`config.mk`:
```
export PLATFORM = sky130hd
export DESIGN_NAME = rtc_timer_reader
export DESIGN_NICKNAME = d
export VERILOG_FILES = /design/src/rtl/rtc_timer_reader_pkg.sv /design/src/rtl/rtc_timer_reader_bcd_field_check.sv /design/src/rtl/rtc_timer_reader.sv
export SDC_FILE = /design/constraint.sdc
export NUM_CORES = 1
export LEC_CHECK = 0
export BUFFER_PORTS_ARGS = -buffer_cell sky130_fd_sc_hd__buf_2
export CAP_MARGIN = 20
export CELL_PAD_IN_SITES_DETAIL_PLACEMENT = 0
export CELL_PAD_IN_SITES_GLOBAL_PLACEMENT = 2
export CORE_ASPECT_RATIO = 1.5
export CORE_UTILIZATION = 30
export DETAILED_ROUTE_END_ITERATION = 16
export HOLD_SLACK_MARGIN = 0.02
export PLACE_DENSITY_LB_ADDON = 0.1
export SYNTH_ARGS = -nofsm -noshare
export SYNTH_HDL_FRONTEND = slang
export SYNTH_SLANG_ARGS = --single-unit
```
`constraint.sdc`:
```
create_clock -name clk -period 1.9 [get_ports clk]
set_clock_uncertainty 0.05 [all_clocks]
set_input_delay 0.285 -clock clk [delete_from_list [all_inputs] [get_ports clk]]
set_output_delay 0.285 -clock clk [all_outputs]
set_load 0.005 [all_outputs]
```
`src/rtl/rtc_timer_reader_pkg.sv`:
```
// Shared constants and types for the RTC countdown-timer snapshot reader.
// Phase encodings, timer register address, BCD limits and FSM states.
package rtc_timer_reader_pkg;

   localparam logic       ADDR_PHASE   = 1'b0;
   localparam logic       DATA_PHASE   = 1'b1;

   localparam logic [7:0] TMR_SEC_ADDR = 8'h41;
   localparam logic [7:0] TIMEOUT_DEF  = 8'd255;

   localparam logic [7:0] BCD_MAX_MS   = 8'h59;
   localparam logic [7:0] BCD_MAX_HR   = 8'h23;

   typedef enum logic [2:0] {
      S_IDLE,
      S_ADDR,
      S_GAP_A,
      S_DATA,
      S_GAP_D,
      S_CHECK
   } state_e;

endpackage

```
`src/rtl/rtc_timer_reader_bcd_field_check.sv`:
```
// Checks one packed-BCD byte: both nibbles are decimal digits and value <= max.
// Ports: value_i (BCD byte), max_i (BCD upper limit), ok_o (1 = valid).
module bcd_field_check (
   input  logic [7:0] value_i,
   input  logic [7:0] max_i,
   output logic       ok_o
);

   // With both digits valid, the raw byte compare matches decimal order.
   assign ok_o = (value_i[3:0] <= 4'd9) &&
                 (value_i[7:4] <= 4'd9) &&
                 (value_i <= max_i);

endmodule

```
`src/rtl/rtc_timer_reader.sv`:
```
// Reads timer seconds/minutes/hours over the multiplexed RTC bus and
// publishes a validated BCD snapshot.
// Ports: clk, reset (sync, high); start; bus req_o/a_d_o/rd_o/dir_o,
// ack_i/data_i; snapshot seg_o/min_o/hor_o; status busy_o/done_o/err_o.
module rtc_timer_reader
   import rtc_timer_reader_pkg::*;
#(
   parameter logic [7:0] BASE_ADDR = TMR_SEC_ADDR,
   parameter logic [7:0] TIMEOUT   = TIMEOUT_DEF
) (
   input  logic       clk,
   input  logic       reset,
   input  logic       start,
   output logic       req_o,
   output logic       a_d_o,
   output logic       rd_o,
   output logic [7:0] dir_o,
   input  logic       ack_i,
   input  logic [7:0] data_i,
   output logic [7:0] seg_o,
   output logic [7:0] min_o,
   output logic [7:0] hor_o,
   output logic       busy_o,
   output logic       done_o,
   output logic       err_o
);

   state_e     state_q;
   logic [1:0] idx_q;
   logic [1:0] idx_d;
   logic [7:0] cnt_q;
   logic [7:0] cnt_d;
   logic [7:0] sh_sec_q;
   logic [7:0] sh_min_q;
   logic [7:0] sh_hr_q;
   logic [7:0] seg_q;
   logic [7:0] min_q;
   logic [7:0] hor_q;
   logic [7:0] dir_q;
   logic       req_q;
   logic       a_d_q;
   logic       rd_q;
   logic       busy_q;
   logic       done_q;
   logic       err_q;
   logic       sec_ok;
   logic       min_ok;
   logic       hr_ok;

   assign idx_d = idx_q + 2'd1;
   assign cnt_d = cnt_q + 8'd1;

   bcd_field_check u_chk_sec (
      .value_i (sh_sec_q),
      .max_i   (BCD_MAX_MS),
      .ok_o    (sec_ok)
   );

   bcd_field_check u_chk_min (
      .value_i (sh_min_q),
      .max_i   (BCD_MAX_MS),
      .ok_o    (min_ok)
   );

   bcd_field_check u_chk_hr (
      .value_i (sh_hr_q),
      .max_i   (BCD_MAX_HR),
      .ok_o    (hr_ok)
   );

   always_ff @(posedge clk) begin
      if (reset) begin
         state_q  <= S_IDLE;
         idx_q    <= 2'd0;
         cnt_q    <= 8'd0;
         sh_sec_q <= 8'h00;
         sh_min_q <= 8'h00;
         sh_hr_q  <= 8'h00;
         seg_q    <= 8'h00;
         min_q    <= 8'h00;
         hor_q    <= 8'h00;
         dir_q    <= 8'h00;
         req_q    <= 1'b0;
         a_d_q    <= ADDR_PHASE;
         rd_q     <= 1'b0;
         busy_q   <= 1'b0;
         done_q   <= 1'b0;
         err_q    <= 1'b0;
      end else begin
         done_q <= 1'b0;
         err_q  <= 1'b0;
         unique case (state_q)
            S_IDLE: begin
               if (start) begin
                  state_q <= S_ADDR;
                  idx_q   <= 2'd0;
                  cnt_q   <= 8'd0;
                  busy_q  <= 1'b1;
                  req_q   <= 1'b1;
                  a_d_q   <= ADDR_PHASE;
                  rd_q    <= 1'b0;
                  dir_q   <= BASE_ADDR;
               end
            end
            S_ADDR: begin
               // ack beats a timeout reached in the same cycle
               if (ack_i) begin
                  state_q <= S_GAP_A;
                  req_q   <= 1'b0;
               end else if (cnt_d == TIMEOUT) begin
                  state_q <= S_IDLE;
                  req_q   <= 1'b0;
                  a_d_q   <= ADDR_PHASE;
                  rd_q    <= 1'b0;
                  dir_q   <= 8'h00;
                  busy_q  <= 1'b0;
                  err_q   <= 1'b1;
               end else begin
                  cnt_q <= cnt_d;
               end
            end
            S_GAP_A: begin
               state_q <= S_DATA;
               cnt_q   <= 8'd0;
               req_q   <= 1'b1;
               a_d_q   <= DATA_PHASE;
               rd_q    <= 1'b1;
               dir_q   <= 8'h00;
            end
            S_DATA: begin
               if (ack_i) begin
                  state_q <= S_GAP_D;
                  req_q   <= 1'b0;
                  unique case (idx_q)
                     2'd0:    sh_sec_q <= data_i;
                     2'd1:    sh_min_q <= data_i;
                     default: sh_hr_q  <= data_i;
                  endcase
               end else if (cnt_d == TIMEOUT) begin
                  state_q <= S_IDLE;
                  req_q   <= 1'b0;
                  a_d_q   <= ADDR_PHASE;
                  rd_q    <= 1'b0;
                  dir_q   <= 8'h00;
                  busy_q  <= 1'b0;
                  err_q   <= 1'b1;
               end else begin
                  cnt_q <= cnt_d;
               end
            end
            S_GAP_D: begin
               if (idx_q == 2'd2) begin
                  state_q <= S_CHECK;
               end else begin
                  state_q <= S_ADDR;
                  idx_q   <= idx_d;
                  cnt_q   <= 8'd0;
                  req_q   <= 1'b1;
                  a_d_q   <= ADDR_PHASE;
                  rd_q    <= 1'b0;
                  dir_q   <= BASE_ADDR + {6'd0, idx_d};
               end
            end
            S_CHECK: begin
               // all three fields publish together or not at all
               if (sec_ok && min_ok && hr_ok) begin
                  seg_q  <= sh_sec_q;
                  min_q  <= sh_min_q;
                  hor_q  <= sh_hr_q;
                  done_q <= 1'b1;
               end else begin
                  err_q <= 1'b1;
               end
               state_q <= S_IDLE;
               busy_q  <= 1'b0;
               a_d_q   <= ADDR_PHASE;
               rd_q    <= 1'b0;
               dir_q   <= 8'h00;
            end
            default: begin
               state_q <= S_IDLE;
               req_q   <= 1'b0;
               busy_q  <= 1'b0;
            end
         endcase
      end
   end

   assign req_o  = req_q;
   assign a_d_o  = a_d_q;
   assign rd_o   = rd_q;
   assign dir_o  = dir_q;
   assign seg_o  = seg_q;
   assign min_o  = min_q;
   assign hor_o  = hor_q;
   assign busy_o = busy_q;
   assign done_o = done_q;
   assign err_o  = err_q;

endmodule

```
==> impl_summary.log, run 1 <==
INFO  metric worst-endpoint-required = 2070 ps
INFO  metric hold_path_class = input pin to flop
INFO  metric final_net_count = 439
INFO  metric grt.total_usage = 0.164
INFO  metric vdd.ir_drop.worst = 434 uV
INFO  metric proportion_of_total_power_due_to_net_switching = 0.232
INFO  metric timing.critical_path.cells = buf_4 -> inv_1 -> ha_1 -> nand3_2 -> nor2_4 -> nand3_2 -> o31a_1 -> a2111oi_1
INFO  metric wire_length_of_the_first_global_routing_pass = approximately 14 mm
INFO  metric area_growth = 28.8%
INFO  metric drt_iter0_markers = 98
INFO  metric synth_area_leaders = sky130_fd_sc_hd__dfxtp_1, sky130_fd_sc_hd__mux2i_1, sky130_fd_sc_hd__nor2_1
INFO  metric detail_route.vias_per_cell = about 5.0
INFO  metric ys_warn_count = 0
INFO  metric synth-edff-count = 0
INFO  metric ys_ff_latch = 70
INFO  metric detailedRoute.firstPassIterationCount = 4
INFO  metric unrepaired_setup_endpoints_after_global_routing = yes
INFO  metric detail_route.wl_per_cell = between 15 and 20 um
INFO  metric floorplan.io_pins = 50
INFO  metric max_cap_viol_count = 0
INFO  metric synth_seq_area_share = 0.448
INFO  metric dieWidth = 85.4 um
INFO  metric wirelength = between 8 and 9 mm
INFO  metric n_antenna_cell = 0
INFO  metric syn_avg_cell_area = 8.76 sq um
INFO  metric buffer_ports.inserted = 45
INFO  metric post_detail_place_hpwl = 6.24 mm
INFO  metric floorplan.initialDensity = 0.309
INFO  metric slowest_stage = sky130_fd_sc_hd__dfxtp_1
INFO  metric leakagePower = 1.62 nW
INFO  metric share_of_final_layout_standard_cells_stronger_than_drive_strength_1 = 0.261
INFO  metric worst-setup-path-type = flop to flop
INFO  metric clockBufferDepth = 2
INFO  metric dieArea = around 11000 sq um
INFO  metric antenna_found_initial = 0
INFO  metric critical_path_buffers_and_inverters = 2
INFO  metric mappedNetlistArea = 3130 sq um
INFO  metric synth.lib_cells_used.distinct = 51
INFO  metric report.final.setup_viol = 0
INFO  metric fmax = 544 MHz
INFO  metric hold_slack = 181 ps
INFO  metric period_minus_slack = 1840 ps
INFO  metric synth_flop_cell = sky130_fd_sc_hd__dfxtp_1
INFO  metric worst_path_most_repeated_cell = sky130_fd_sc_hd__nand3_2
INFO  metric cts-hold-fix-buffers = 0
INFO  metric ys_async_sr_fraction = 0
INFO  metric power_report.internal_total = 0.00264 W
INFO  metric stdcell_count = about 540
INFO  metric hold_violations = 0
INFO  metric antenna_left = 0
INFO  metric powerDensity = 854 nW/um^2
INFO  metric chipHeight = 127 um
INFO  metric power.share.combinational = 0.073
INFO  metric crit_fanout = 5
INFO  metric final_max_slew_viol_count = 0
INFO  metric worst-endpoint-arrival = 2010 ps
INFO  metric synth_cells = 357
INFO  metric fill_cells = 1046
INFO  metric first_global_vias = 2573
INFO  metric grt_remaining_overflow = 0
INFO  metric finalCoreUtilization = 0.397
INFO  metric seqPwrFrac = 0.440
INFO  metric tritoncts.num_buffers = 9
INFO  metric crit_family = compound AO/OA/AOI/OAI gates
INFO  metric clockRootBuffer = sky130_fd_sc_hd__clkbuf_16
INFO  metric htree_levels = 3
INFO  metric net_sw_power = 0.000799 W
INFO  metric clkLatencyLatePin = about 330 ps
INFO  metric clock_power_share = 0.488
INFO  metric cpPeakStageDelay = 320 ps
INFO  metric placed_cells_incl_taps = between 500 and 600
INFO  metric yosys.area.top_type_share = 0.448
INFO  metric routed_vias = 2718
INFO  metric crit_path_end_kind = flop
INFO  metric clk_transition_reported_paths = roughly 60 ps
INFO  metric setup.worst_path.start_class = flop
INFO  metric min_period_over_period = 0.968
INFO  metric drc_errors = 0
INFO  metric tritoncts_clock_tree = built
INFO  metric rows = 45
INFO  metric core = 10100 sq um
INFO  metric yosys.area.top_type = sky130_fd_sc_hd__dfxtp_1
INFO  metric clock_sinks = 70
INFO  metric fin_setup_tns = 0 ps
INFO  metric gp_congestion = between 0.8 and 0.9
INFO  metric outcome = completed
INFO  metric maximum_number_of_pins_on_one_net_before_global_route_repair = 39
## placed cells by master, fill, tap and decap left out, types with 4 or more instances in the layout
cell and count:
sky130_fd_sc_hd__nand3_1 24, sky130_fd_sc_hd__o21ai_1 6, sky130_fd_sc_hd__a21oi_1 26, sky130_fd_sc_hd__nor3_1 8, sky130_fd_sc_hd__nand2b_1 4, sky130_fd_sc_hd__inv_1 12
sky130_fd_sc_hd__ha_1 6, sky130_fd_sc_hd__conb_1 4, sky130_fd_sc_hd__nand4_1 6, sky130_fd_sc_hd__mux2i_1 30, sky130_fd_sc_hd__buf_4 30, sky130_fd_sc_hd__nor2_1 41
sky130_fd_sc_hd__clkbuf_16 10, sky130_fd_sc_hd__o21ai_0 6, sky130_fd_sc_hd__and2_1 6, sky130_fd_sc_hd__buf_2 45, sky130_fd_sc_hd__nand2_1 26, sky130_fd_sc_hd__dfxtp_1 69
## metrics by stage
step	power [W]	worst slack (ps)	area, sq um
6_report	0.00344	60.3	4030
5_1_grt	0.00357	-80.0	4030
4_1_cts	0.00348	0.986	3920
3_5_place_dp	0.00178	2.58	3610
3_3_place_gp	0.00179	-25.6	3610
2_1_floorplan	0.00169	20.4	3140
## flip-flops by register name, summed over array words and instances (netlist names), 4 cells and up
name	count
sh_sec_q	8
min_o	8
sh_hr_q	8
cnt_q	8
sh_min_q	8
dir_o	4
seg_o	8
hor_o	8
## Yosys cell counts, types with 2 or more instances
cell / n
sky130_fd_sc_hd__dfxtp_1: 70
sky130_fd_sc_hd__nor2_1: 42
sky130_fd_sc_hd__mux2i_1: 30
sky130_fd_sc_hd__nand3_1: 27
sky130_fd_sc_hd__a21oi_1: 26
sky130_fd_sc_hd__nand2_1: 26
sky130_fd_sc_hd__inv_1: 12
sky130_fd_sc_hd__buf_2: 11
sky130_fd_sc_hd__clkbuf_1: 10
sky130_fd_sc_hd__nor3_1: 10
sky130_fd_sc_hd__o21ai_0: 8
sky130_fd_sc_hd__and2_1: 6
sky130_fd_sc_hd__buf_4: 6
sky130_fd_sc_hd__ha_1: 6
sky130_fd_sc_hd__nand4_1: 6
sky130_fd_sc_hd__o21ai_1: 5
sky130_fd_sc_hd__nand2b_1: 4
sky130_fd_sc_hd__a31oi_1: 3
sky130_fd_sc_hd__and3_1: 3
sky130_fd_sc_hd__nor2b_1: 3
sky130_fd_sc_hd__nor4_1: 3
sky130_fd_sc_hd__o211ai_1: 3
sky130_fd_sc_hd__o21a_1: 3
sky130_fd_sc_hd__o31a_1: 3
sky130_fd_sc_hd__a211oi_1: 2
sky130_fd_sc_hd__a221o_1: 2
sky130_fd_sc_hd__and4_1: 2
sky130_fd_sc_hd__o2111ai_1: 2
## power by group through the flow
| stage | sequential (W) | combinational [W] | clock, W |
|---|---|---|---|
| after floorplan | 0.00154 | 0.000149 | 0 |
| after global placement | 0.00154 | 0.000245 | 0 |
| after CTS | 0.00151 | 0.000241 | 0.00173 |
| final | 0.00151 | 0.000250 | 0.00168 |
| after detailed placement | 0.00154 | 0.000239 | 0 |
| after global routing | 0.00151 | 0.000272 | 0.00179 |
## routing by layer
metal,routed length (um),track usage,vias up
met4,168,0.0676,0
met2,4540,0.289,66
met5,0,0,-
met1,3690,0.191,1260
met3,290,0.0368,14
li1,-,-,1378
## area by class of cell
type	instances	area, sq um	share of cell area
clock buffers	10	239	0.0594
multi-input cells	250	1630	0.406
clock inverters	6	61.3	0.0152
well taps	117	146	0.0364
repair buffers	78	498	0.124
flip-flops and latches	70	1400	0.348
inverters	12	45.0	0.0112
## path summary, 6_finish.rpt
| kind | start | to | slack, ps | cells past startpoint |
|---|---|---|---|---|
| worst max-delay path | cnt_q[0] | err_o | 60 | 8 |
| worst min-delay path | data_i[6] | sh_hr_q[6] | 180 | 3 |
| worst max register to register | cnt_q[0] | err_o | 60 | 8 |
| worst min register to register | hor_o[7] | hor_o[7] | 400 | 1 |
## cell families after synthesis
logic type      count (synthesis)  share of synthesized area
xor+xnor                        3                     0.0108
fa+ha+maj                       6                     0.0240
simple gates                  138                      0.212
mux                            30                     0.0960
compound gates                 69                      0.148
flops                          70                      0.448
buf+inv                        40                     0.0596
other cells                     1                    0.00120
## worst min-delay path: cells and delay by family
family	cells	cell delay, ps
buffers and inverters	1	100
and+or+nand+nor	1	70
muxes	1	60
## repair_timing
item | CTS | global route
gates cloned | 0 | 2
setup endpoints to repair | 2 | 47
setup buffers | 0 | 1
pin swaps | 0 | 7
resized for setup | 2 | 18
(Power assumes the default switching activity.)
==> run 2: changes to the inputs <==
BUFFER_PORTS_ARGS = not set   (was -buffer_cell sky130_fd_sc_hd__buf_2)
CORE_UTILIZATION = 34   (was 30)
DONT_BUFFER_PORTS = 1   (was not set)
==> impl_summary.log, run 2 (same netlist as run 1, synthesis figures left out) <==
INFO  metric grt-busiest-layer = met2
INFO  metric post_detail_place_hpwl = 6.18 mm (-0.96%)
INFO  metric finalInstanceArea = 3800 sq um (-5.6%)
INFO  metric clock_sinks = 70 (unchanged)
INFO  metric timing.hold.worst.start = data_i[1]
INFO  metric slowest_stage = sky130_fd_sc_hd__dfxtp_1
INFO  metric detail_route.wl_per_cell = 17.1 um (+6.9%)
INFO  metric min_period_over_period = 0.939 (-0.0291)
INFO  metric stdcell_count = 493 (-9.2%)
INFO  metric postPlaceCellArea = 3420 sq um (-5.3%)
INFO  metric worst_path_most_repeated_cell = sky130_fd_sc_hd__nand3_1
INFO  metric crit_family = compound AO/OA/AOI/OAI gates
INFO  metric antenna_found_initial = 0 (unchanged)
INFO  metric hold_slack = 42.9 ps (-138 ps)
INFO  metric use_met3 = 0.0544 (+0.0176)
INFO  metric hold_path_class = input pin to flop
INFO  metric share_of_final_layout_standard_cells_stronger_than_drive_strength_1 = 0.172 (-0.0882)
INFO  metric max_cap_viol_count = 0 (unchanged)
INFO  metric layout_commonest_cell = sky130_fd_sc_hd__dfxtp_1
INFO  metric layout_setup_ws = 116 ps (+55.4 ps)
INFO  metric final_net_count = 396 (-9.8%)
INFO  metric fmax = 560 MHz (+3.1%)
INFO  metric setup.worst_path.start_class = flop
INFO  metric mostFrequentLayoutCells = sky130_fd_sc_hd__dfxtp_1, sky130_fd_sc_hd__nor2_1, sky130_fd_sc_hd__buf_4
INFO  metric first_global_vias = 2567 (-0.23%)
INFO  metric crit_path_end_kind = flop
INFO  metric cts_post_setup_buffers_inserted = 0 (unchanged)
INFO  metric unrepaired_setup_endpoints_after_global_routing = yes
INFO  metric routed_vias = 2526 (-7.1%)
INFO  metric area_growth = 21.5%
INFO  metric drt_iter0_markers = 57 (-42%)
INFO  metric timing.critical_path.cells = ha_1 -> nand3_1 -> o21a_1 -> o2111ai_2 -> nand3_1 -> o32ai_1
INFO  metric wire_length_of_the_first_global_routing_pass = 13.6 mm (+0.21%)
INFO  metric powerDensity = 924 nW/um^2 (+8.2%)
INFO  metric detail_route.vias_per_cell = 5.12 (+2.4%)
INFO  metric hold_violations = 0 (unchanged)
INFO  metric groute.layer.met2.usage = 0.347 (+0.0578)
INFO  metric core = 8880 sq um (-12%)
INFO  metric final_max_slew_viol_count = 0 (unchanged)
INFO  metric rows = 42 (-6.7%)
INFO  metric dpl_worst_slack = -40.2 ps (-42.8 ps)
INFO  metric outcome = completed
INFO  metric report.final.setup_viol = 0 (unchanged)
INFO  metric floorplan.io_pins = 50 (unchanged)
INFO  metric placed_cells_incl_taps = 476 (-9.2%)
INFO  metric maximum_number_of_pins_on_one_net_before_global_route_repair = 53 (+36%)
INFO  metric chipHeight = 119 um (-6.0%)
INFO  metric dieWidth = 80.3 um (-5.9%)
INFO  metric crit_fanout = 5 (unchanged)
INFO  metric worst-setup-path-type = flop to flop
INFO  metric drc_errors = 0 (unchanged)
INFO  metric clockBufferDepth = 2 (unchanged)
INFO  metric leakagePower = 1.42 nW (-12%)
INFO  metric gp_congestion = 0.810 (-1.6%)
INFO  metric buffer_ports.inserted = 0 (-100%)
INFO  metric critical_path.startpoint = cnt_q[1]
INFO  metric detailedRoute.firstPassIterationCount = 4 (unchanged)
INFO  metric wirelength = 8.43 mm (-2.9%)
INFO  metric tritoncts_clock_tree = built
INFO  metric antenna_left = 0 (unchanged)
INFO  metric cpPeakStageDelay = 330 ps (about the same)
INFO  metric worst-endpoint-arrival = 1980 ps (-30 ps)
INFO  metric grt.total_usage = 0.192 (+0.0280)
INFO  metric tritoncts.num_buffers = 9 (unchanged)
INFO  metric dieArea = 9590 sq um (-12%)
INFO  metric grt_remaining_overflow = 0 (unchanged)
INFO  metric n_antenna_cell = 0 (unchanged)
INFO  metric fill_cells = 908 (-13%)
INFO  metric timing.rr.start = cnt_q[1]
INFO  metric groute.layer.met1.usage = 0.199 (+0.00842)
INFO  metric floorplan.initialDensity = 0.352 (+0.0436)
INFO  metric critical_path_buffers_and_inverters = 0 (-2)
INFO  metric clkLatencyLatePin = 330 ps (about the same)
INFO  metric clk_transition_reported_paths = 60 ps (about the same)
INFO  metric vdd.ir_drop.worst = 477 uV (+9.9%)
INFO  metric period_minus_slack = 1780 ps (-55.4 ps)
INFO  metric worst-endpoint-required = 2090 ps (+20 ps)
INFO  metric htree_levels = 3 (unchanged)
INFO  metric clockRootBuffer = sky130_fd_sc_hd__clkbuf_16
-- run 2: cell count changes in the layout (fill, tap and decap cells not counted), moves of 2 or more --
cell	previous run	this run
sky130_fd_sc_hd__buf_2	45	0
sky130_fd_sc_hd__buf_12	0	3
sky130_fd_sc_hd__and3_1	1	3
sky130_fd_sc_hd__buf_4	30	32
sky130_fd_sc_hd__buf_6	2	0
sky130_fd_sc_hd__nand2_1	26	24
sky130_fd_sc_hd__nand2_2	0	2
sky130_fd_sc_hd__nor3_2	1	3
sky130_fd_sc_hd__nor3_4	2	0
-- run 2: layout make-up --
type / instances / area, sq um / share of cell area
Clock buffer: 10 / 229 / 0.0603
Tap cell: 110 / 138 / 0.0362
Multi-Input combinational cell: 250 / 1600 / 0.421
Inverter: 12 / 45.0 / 0.0119
Timing Repair Buffer: 35 / 300 / 0.0790
Clock inverter: 6 / 86.3 / 0.0227
Sequential cell: 70 / 1400 / 0.369
-- run 2: stage by stage --
stage / TNS [ps] / power [W] / utilization
floorplan: 0 / 0.00169 / -
global placement: 0 / 0.00173 / 0.385
detailed placement: -40.2 / 0.00173 / 0.385
CTS: 0 / 0.00356 / 0.423
global route: -33.4 / 0.00368 / 0.428
finish: 0 / 0.00351 / 0.428
-- run 2: layer usage --
layer | share of wire | vias up
li1 | - | 1291
met1 | 0.38 | 1173
met2 | 0.55 | 45
met3 | 0.043 | 17
met4 | 0.028 | 0
met5 | 0 | -
-- run 2: path summary, 6_finish.rpt --
| check | endpoint | slack [ps] | cells past startpoint |
|---|---|---|---|
| setup reg to reg | req_o | 120 | 6 |
| setup / recovery | req_o | 120 | 6 |
| hold / removal | sh_sec_q[1] | 40 | 2 |
| hold reg to reg | sh_sec_q[0] | 400 | 2 |
-- run 2: repair_timing --
item | CTS | global route
setup endpoints to repair | 3 | 28
pin swaps | 0 | 2
hold endpoints to repair | 52 | 0
hold buffers | 1 | 0
resized for setup | 2 | 11
-- run 2: report_power, final --
part           internal [W]  switching, W
registers           0.00149     0.0000274
logic             0.0000844      0.000117
clock network       0.00115      0.000645
